File: config.mk
export PLATFORM = sky130hd
export DESIGN_NAME = inst_issue_queue
export DESIGN_NICKNAME = d
export VERILOG_FILES = /design/src/rtl/inst_issue_queue.sv
export SDC_FILE = /design/constraint.sdc
export NUM_CORES = 1
export LEC_CHECK = 0
export ABC_AREA = 1
export BUFFER_PORTS_ARGS = -buffer_cell sky130_fd_sc_hd__buf_2
export CORE_MARGIN = 2
export CORE_UTILIZATION = 50
export DETAILED_ROUTE_END_ITERATION = 7
export GPL_ROUTABILITY_DRIVEN = 0
export PLACE_DENSITY = 0.71
export SLEW_MARGIN = 0
export SYNTH_ARGS = -nofsm -noshare
export SYNTH_HDL_FRONTEND = slang
export SYNTH_SLANG_ARGS = --single-unit
File: constraint.sdc
create_clock -name clk -period 3.5 [get_ports clk]
set_input_delay 0.175 -clock clk [delete_from_list [all_inputs] [get_ports clk]]
set_output_delay 0.175 -clock clk [all_outputs]
set_load 0.03 [all_outputs]
File: src/rtl/inst_issue_queue.sv
// Instruction issue queue: buffers host-written macro-instructions in a FIFO and
// issues them one at a time to the controller, keeping exactly one in flight.
module inst_issue_queue #(
   parameter int INST_WIDTH = 27,
   parameter int DEPTH      = 8,
   parameter int PTR_W      = 3,
   parameter int CNT_W      = 8
) (
   input  logic                  clk,
   input  logic                  rstn,
   input  logic                  host_wr_en,
   input  logic [INST_WIDTH-1:0] host_wr_data,
   output logic                  host_full,
   output logic [PTR_W:0]        host_count,
   input  logic                  run,
   input  logic                  flush,
   output logic [INST_WIDTH-1:0] inst,
   output logic                  inst_valid,
   input  logic                  inst_accept,
   input  logic                  inst_done,
   output logic                  busy,
   output logic                  prog_done,
   output logic [CNT_W-1:0]      issued_cnt,
   output logic                  err_overflow,
   output logic [1:0]            state_dbg
);

   // Handshake: inst is offered while inst_valid=1 and held unchanged until the
   // controller pulses inst_accept; inst_done later closes the transaction.

   typedef enum logic [1:0] {IDLE = 2'd0, ISSUE = 2'd1, WAIT_DONE = 2'd2} state_t;

   localparam logic [PTR_W:0]   PTR_ONE = {{PTR_W{1'b0}}, 1'b1};
   localparam logic [CNT_W-1:0] CNT_ONE = {{(CNT_W-1){1'b0}}, 1'b1};

   state_t                state_q, state_d;
   logic [INST_WIDTH-1:0] mem_q [DEPTH];
   logic [PTR_W:0]        wr_ptr_q, wr_ptr_d, rd_ptr_q, rd_ptr_d;
   logic [PTR_W:0]        host_count_q, host_count_d;
   logic                  host_full_q, host_full_d;
   logic                  err_overflow_q, err_overflow_d;
   logic [INST_WIDTH-1:0] inst_q, inst_d;
   logic                  inst_valid_q, inst_valid_d;
   logic                  busy_q, busy_d;
   logic                  prog_done_q, prog_done_d;
   logic [CNT_W-1:0]      issued_cnt_q, issued_cnt_d;

   logic                  fifo_empty, fifo_full, push, pop, head_is_marker;
   logic [INST_WIDTH-1:0] head;

   assign fifo_empty     = (wr_ptr_q == rd_ptr_q);
   assign fifo_full      = (wr_ptr_q[PTR_W] != rd_ptr_q[PTR_W]) &&
                           (wr_ptr_q[PTR_W-1:0] == rd_ptr_q[PTR_W-1:0]);
   assign head           = mem_q[rd_ptr_q[PTR_W-1:0]];
   assign head_is_marker = (head[INST_WIDTH-1 -: 3] == 3'b000);

   // A pop in the same cycle frees the slot, so a push onto a full FIFO still lands.
   assign push = host_wr_en && !flush && (!fifo_full || pop);

   always_comb begin
      wr_ptr_d       = wr_ptr_q;
      rd_ptr_d       = rd_ptr_q;
      err_overflow_d = err_overflow_q;
      if (flush) begin
         wr_ptr_d       = '0;
         rd_ptr_d       = '0;
         err_overflow_d = 1'b0;
      end else begin
         if (push) wr_ptr_d = wr_ptr_q + PTR_ONE;
         if (pop)  rd_ptr_d = rd_ptr_q + PTR_ONE;
         if (host_wr_en && fifo_full && !pop) err_overflow_d = 1'b1;
      end
      host_count_d = wr_ptr_d - rd_ptr_d;
      host_full_d  = (wr_ptr_d[PTR_W] != rd_ptr_d[PTR_W]) &&
                     (wr_ptr_d[PTR_W-1:0] == rd_ptr_d[PTR_W-1:0]);
   end

   always_comb begin
      state_d = state_q;
      if (flush) begin
         state_d = IDLE;
      end else begin
         case (state_q)
            IDLE:      if (run && !fifo_empty && !head_is_marker) state_d = ISSUE;
            ISSUE:     if (inst_accept) state_d = WAIT_DONE;
            WAIT_DONE: if (inst_done) state_d = IDLE;
            default:   state_d = IDLE;
         endcase
      end
   end

   always_comb begin
      pop          = 1'b0;
      inst_d       = inst_q;
      inst_valid_d = inst_valid_q;
      issued_cnt_d = issued_cnt_q;
      prog_done_d  = 1'b0;
      if (flush) begin
         inst_d       = '0;
         inst_valid_d = 1'b0;
         issued_cnt_d = '0;
      end else begin
         case (state_q)
            IDLE: begin
               inst_valid_d = 1'b0;
               if (run && !fifo_empty) begin
                  if (head_is_marker) begin
                     pop         = 1'b1;
                     prog_done_d = 1'b1;
                  end else begin
                     inst_d       = head;
                     inst_valid_d = 1'b1;
                  end
               end
            end
            ISSUE: begin
               if (inst_accept) begin
                  pop          = 1'b1;
                  inst_valid_d = 1'b0;
                  issued_cnt_d = issued_cnt_q + CNT_ONE;
               end
            end
            WAIT_DONE: begin
               inst_valid_d = 1'b0;
               // A stopped queue (run=0) never reports completion, even when drained.
               if (inst_done && run && fifo_empty) prog_done_d = 1'b1;
            end
            default: inst_valid_d = 1'b0;
         endcase
      end
      busy_d = (state_d != IDLE);
   end

   always_ff @(posedge clk or negedge rstn) begin
      if (!rstn) begin
         state_q        <= IDLE;
         wr_ptr_q       <= '0;
         rd_ptr_q       <= '0;
         host_count_q   <= '0;
         host_full_q    <= 1'b0;
         err_overflow_q <= 1'b0;
         inst_q         <= '0;
         inst_valid_q   <= 1'b0;
         busy_q         <= 1'b0;
         prog_done_q    <= 1'b0;
         issued_cnt_q   <= '0;
      end else begin
         state_q        <= state_d;
         wr_ptr_q       <= wr_ptr_d;
         rd_ptr_q       <= rd_ptr_d;
         host_count_q   <= host_count_d;
         host_full_q    <= host_full_d;
         err_overflow_q <= err_overflow_d;
         inst_q         <= inst_d;
         inst_valid_q   <= inst_valid_d;
         busy_q         <= busy_d;
         prog_done_q    <= prog_done_d;
         issued_cnt_q   <= issued_cnt_d;
      end
   end

   always_ff @(posedge clk) begin
      if (push) mem_q[wr_ptr_q[PTR_W-1:0]] <= host_wr_data;
   end

   assign host_full    = host_full_q;
   assign host_count   = host_count_q;
   assign err_overflow = err_overflow_q;
   assign inst         = inst_q;
   assign inst_valid   = inst_valid_q;
   assign busy         = busy_q;
   assign prog_done    = prog_done_q;
   assign issued_cnt   = issued_cnt_q;
   assign state_dbg    = state_q;

endmodule

# After elaboration in Yosys (flattened, before gate mapping)
# Memories as Yosys holds them, arrays and structs flattened.
# Index checks and enable logic that the tools add are counted.
[op_classes] add_sub_neg=4 eq_ne=9 n_mux=33 reduce_logical=26
[ops] cell="two-way mux 27 bit" n=4
[ops] cell="two-way mux 8 bit" n=3
[ops] cell="two-way mux 4 bit" n=4
[ops] cell="two-way mux 1 bit" n=14
[ops] cell="nonzero test 2 bit" n=6
[ops] cell="logical AND 1 bit" n=10
[ops] cell="adder 4 x 1 -> 4 bit, second input constant" n=2
[ops] cell="adder 8 x 1 -> 8 bit, second input constant" n=1
[ops] cell="two-way mux 2 bit" n=4
[ops] cell="equality test 3 bit" n=2
[ops] cell="case mux 1 bit (2 select lines)" n=3
[ops] cell="case mux 2 bit (3 select lines)" n=1
[ops] cell="logical NOT 1 bit" n=5
[ops] cell="equality test 4 bit" n=1
[ops] cell="subtractor 4 bit" n=1
[ops] cell="logical NOT 3 bit" n=1
[ops] cell="!= test 3 bit, second input constant" n=1
[ops] cell="AND reduction 3 bit" n=1
[ops] cell="equality test 2 x 1 -> 1 bit, second input constant" n=1
[ops] cell="equality test 2 bit, second input constant" n=1
[ops] cell="logical NOT 2 bit" n=1
[ops] cell="!= test 1 bit" n=2
[ops] cell="!= test 2 bit, second input constant" n=1
[ops] cell="AND reduction 2 bit" n=1
[ops] cell="logical OR 1 bit" n=1
[totals] ff_bits=54 mem_bits_rw=216 in_bits=34 out_inout_bits=46 wordCells=84 memories=1
[memory_table] memory="mem_q" words=8 word_bits=27 read_ports=1 rd_clocked_by_memory_dff=0 write_ports=1 line="37" rtl="logic [INST_WIDTH-1:0] mem_q [DEPTH];"

# Depth between registers and ports, before layout
[logic_depth] ltp_word=12 mapped_depth=21 mapped_depth_nobuf=21

# Least setup slack after synthesis
# OpenSTA, ideal clock, no wires.
[synth_timing] kind="register to register" from="reg rd_ptr_q[0]" to="mem mem_q[0][0] (enable)" setup_time_ps=411 arrival_ps=2731 required_time_ps=3089 setup_slack_ps=358 stages_incl_launch_ff=15 n_path_buf=1 synth_period_minus_slack_ps=3142 path_cell_list="dfrtp_1 inv_2 buf_6 nand2_1 nand3_1 nand3_1 nand2_2 nand4_4 nand2_4 nand2_4 nand2_2 nand2_4 nor2_1 inv_2 nor2_1"
[synth_via] elab_chain_len=10 elab_cells_between_ends=16 cone_classes="2 x eq/ne; 6 x mux; 7 x reduce/logical; 1 x memory"
[synth_rtl] element="start, declared" line="38" rtl="logic [PTR_W:0] wr_ptr_q, wr_ptr_d, rd_ptr_q, rd_ptr_d;"
[synth_rtl] element="start signal, assigned" line="150" rtl="rd_ptr_q <= rd_ptr_d;"
[synth_rtl] element="memory (8 x 27 bit) / equality test 4 bit (equally long branches)"
[synth_rtl] element="logical NOT 3 bit / logical NOT 1 bit (equally long branches)" line="55, 106"
[synth_rtl] element="two-way mux 1 bit / logical AND 1 bit (equally long branches)" line="107, 106"
[synth_rtl] element="two-way mux 1 bit" line="106" rtl="if (run && !fifo_empty) begin"
[synth_rtl] element="case mux 1 bit (2 select lines)" line="103" rtl="case (state_q)"
[synth_rtl] element="two-way mux 1 bit" line="98" rtl="if (flush) begin"
[synth_rtl] element="logical OR 1 bit *" line="58" rtl="assign push = host_wr_en && !flush && (!fifo_full || pop);"
[synth_rtl] element="logical AND 1 bit *" line="58"
[synth_rtl] element="two-way mux 1 bit *" line="163" rtl="if (push) mem_q[wr_ptr_q[PTR_W-1:0]] <= host_wr_data;"
[synth_rtl] element="two-way mux 1 bit (not written as such) *" line="163"
[synth_rtl] element="end, declared" line="37"
# Mark *: on every way between the ends. The rest lies on a longest branch, timed or not.

# Final worst setup path
[layout_timing] from="reg rd_ptr_q[0]" to="mem mem_q[6][4] (enable)"
# Same word-level chain as after synthesis.

==> flow_summary.toml <==
[detailed_routing]
vias_per_cell = 5.50
ant_nets = 0
wl_per_cell_um = 18.9
drc = 0
drt-total-wl_mm = 24.0
vias = 7005
first_pass_iters = 7
drt_first_iter_violations = 604

[floorplanning]
die_area_um2 = 22700
io_pins = 80
rows = 53
initial_core_util_pct = 51.0
die_y_um = 151
core-area_um2 = 21100
chipWidth_um = 151

[synthesis]
synth.distinct_cells = 33
ys_async_sr_fraction_pct = 20.0
mappedNetlistNets = 902
synth_cells = 861
synth_commonest_cells = "edfxtp_1, o21ai_0, nor2_1, nand3_1, dfrtp_1"
post-synth-top-area-cell = "edfxtp_1"
synthFlopType = "edfxtp_1"
ys_warn_count = 0
synth_area_leaders = "edfxtp_1, dfrtp_1, o21ai_0"
synth_edf_count = 216
synth_mux_area_share_pct = 0
synth-simple-area-share_pct = 10.5
seq_area_frac_synth_pct = 72.9
synth_area_um2 = 10700
yosysMostFrequentCell = "edfxtp_1"
synth_top_family_by_area = "compound AO/OA/AOI/OAI gates"
syn_avg_cell_area_um2 = 12.5
synth_seq_cells = 270
synthAdderAreaFrac_pct = 0.885
synth-xor-area-share_pct = 0.652
yosysTopAreaCellShare_pct = 60.3
synth_compound_area_share_pct = 11.3

[finish]
area_growth_pct = 19.1
fin_nets = 1018
drive_gt1_share_pct = 17.2
final_util_pct = 60.7
insertedDiodeCount = 0

[place]
dp_hpwl_mm = 13.7
portBuffers = 79
dp_slack_ps = 552

[setup_path]
critPathKind = "reg2reg"
arrival_ps = 3150
critPathLaunchType = "flip-flop"
cp_max_fo = 29
path_delay_family = "simple AND/OR/NAND/NOR gates"
crit_chain = "inv_2 -> nand2_1 -> nand3_1 -> nand3_1 -> nand2_1 -> nand4_4 -> nand2_4 -> nand2_4 -> nand2_2 -> nand2_4 -> nor2_1 -> inv_2 -> nor3_4 -> buf_4"
crit_path_frequent_cell = "nand2_4"
cp_num_buf_inv = 3
critical_path_required_ps = 3680
cp-end-kind = "flip-flop"
slowest_stage = "dfrtp_2"
critPathMaxStageDelay_ps = 470

[power]
swShare_pct = 23.8
p_comb_share_pct = 10.3
power_leakage_nw = 4.88
p_clk_share_pct = 41.2
ir_drop_v = 0.000476
fin_total_pwr_mw = 7.43
p_switching_mw = 1.77
internal-power_mw = 5.66
p_seq_share_pct = 48.6
cellPowerDensity_nw_per_um2 = 580

[timing]
whs_ps = 38.8
worst_slew_pin_slew_ps = 946
fin_crit_ps = 2980
slew_headroom_pct = 36.9
drv_slew = 0
setup_tns_ps = 0
rsz0062_at_grt = "false"
timing.fmax_mhz = 336
clock_skew_ps = 10.4
setup_ws_ps = 524
setup_viol = 0
hold_violations = 0
fin_crit_sh_pct = 85.0

[clock_network]
htreeDepth = 1
cts_sinks = 270
clock_path_buffers = 3
path_clk_slew_ps = 60
ctsRootBufferMaster = "clkbuf_16"
clk_latency_ps = 530
numCtsBuffers = 27
ctsResizeCount = 0
cts_tree = "built"

[grt]
grt_pass1_vias = 6822
use_met2_pct = 34.8
use_met1_pct = 30.8
grtUsageTotal_pct = 21.5
grt-ovfl-total = 0
grt_pass1_wl_mm = 37.4
antenna_found_initial = 0
busiest_layer = "met2"
grt_max_degree = 61
global_route.usage.met3_pct = 3.55

[min_path]
hold_class = "in2reg"

[outcome]
status = "finished clean"

[job]
drv_cap = 0
## cell type report
type,instances,area (um^2)
Fill cell,1642,8280
Sequential cell,270,7840
Multi-Input combinational cell,490,2530
Timing Repair Buffer,136,946
Clock buffer,31,701
Tap cell,275,344
Clock inverter,19,253
Inverter,52,195
## path summary, 6_finish.rpt
kind | from | slack, ps | depth (start not counted) | endpoint
max | rd_ptr_q[0]$_DFF_PN0_ | 520 | 14 | mem_q[6][4]$_DFFE_PP_
max in group asynchronous | rstn | 2330 | 3 | inst[19]$_DFFE_PN0P_
min reg2reg | inst[9]$_DFFE_PN0P_ | 510 | 2 | inst[9]$_DFFE_PN0P_
min | run | 40 | 5 | prog_done$_DFF_PN0_
max reg2reg | rd_ptr_q[0]$_DFF_PN0_ | 520 | 14 | mem_q[6][4]$_DFFE_PP_
min in group asynchronous | rstn | 330 | 2 | host_full$_DFF_PN0_
## registers in the layout (all words and copies together), names as in the netlist
name          cells
busy              1
mem_q           216
err_overflow      1
inst_valid        1
inst             27
host_count        4
state_dbg         2
wr_ptr_q          4
host_full         1
prog_done         1
rd_ptr_q          4
issued_cnt        8
## worst reg2reg max path, delay by kind of cell (launching register included)
family / cells / cell delay (ps)
flip-flops: 1 / 470
buffers and inverters: 3 / 920
AND/OR/NAND/NOR: 11 / 1230
## stage by stage
| stage | cells | instance area [um^2] |
|---|---|---|
| 5_1_grt | 1273 | 12800 |
| 6_report | 1273 | 12800 |
| 3_5_place_dp | 1189 | 11500 |
| 3_3_place_gp | 1189 | 11500 |
| 2_1_floorplan | 861 | 10700 |
| 4_1_cts | 1273 | 12800 |
## logic make-up (layout without fill, tap and decap cells)
group	count (synthesis)	in the layout
AO/OA/AOI/OAI	218	218
XOR/XNOR	8	8
adder cells (fa/ha/maj)	7	7
buffers and inverters	101	238
flip-flops	270	270
AND/OR/NAND/NOR	257	257
## cells in the final DEF, fill, tap and decap left out, drive strengths merged, types with 2 or more instances in the layout
cell type / n
edfxtp: 216
o21ai: 156
nor2: 129
buf: 102
nand2: 61
nand3: 57
dfrtp: 54
inv: 52
dlygate4sd3: 34
clkbuf: 31
o22ai: 24
o221ai: 24
a21oi: 12
clkinv: 10
ha: 6
bufinv: 6
nor3: 6
xnor2: 5
xor2: 3
clkinvlp: 3
nand4: 2
## metal layers
layer / up-vias / routed length, um
met5: - / 0
met4: 0 / 453
met3: 34 / 1520
met2: 213 / 11300
met1: 3420 / 10800
li1: 3338 / -
## timing repair
item,in CTS,in global routing
endpoints found under the hold margin,256,0
buffers inserted,0,0
hold buffers,34,0
## power by group through the flow
stage / Sequential [mW] / Clock (mW) / Combinational, mW
global route: 3.61 / 3.23 / 0.847
floorplan: 3.78 / 0 / 0.367
global placement: 3.67 / 0 / 0.718
finish: 3.61 / 3.06 / 0.763
CTS: 3.61 / 3.11 / 0.765
detailed placement: 3.67 / 0 / 0.732
Note: power is estimated with default switching activity, not from simulation.
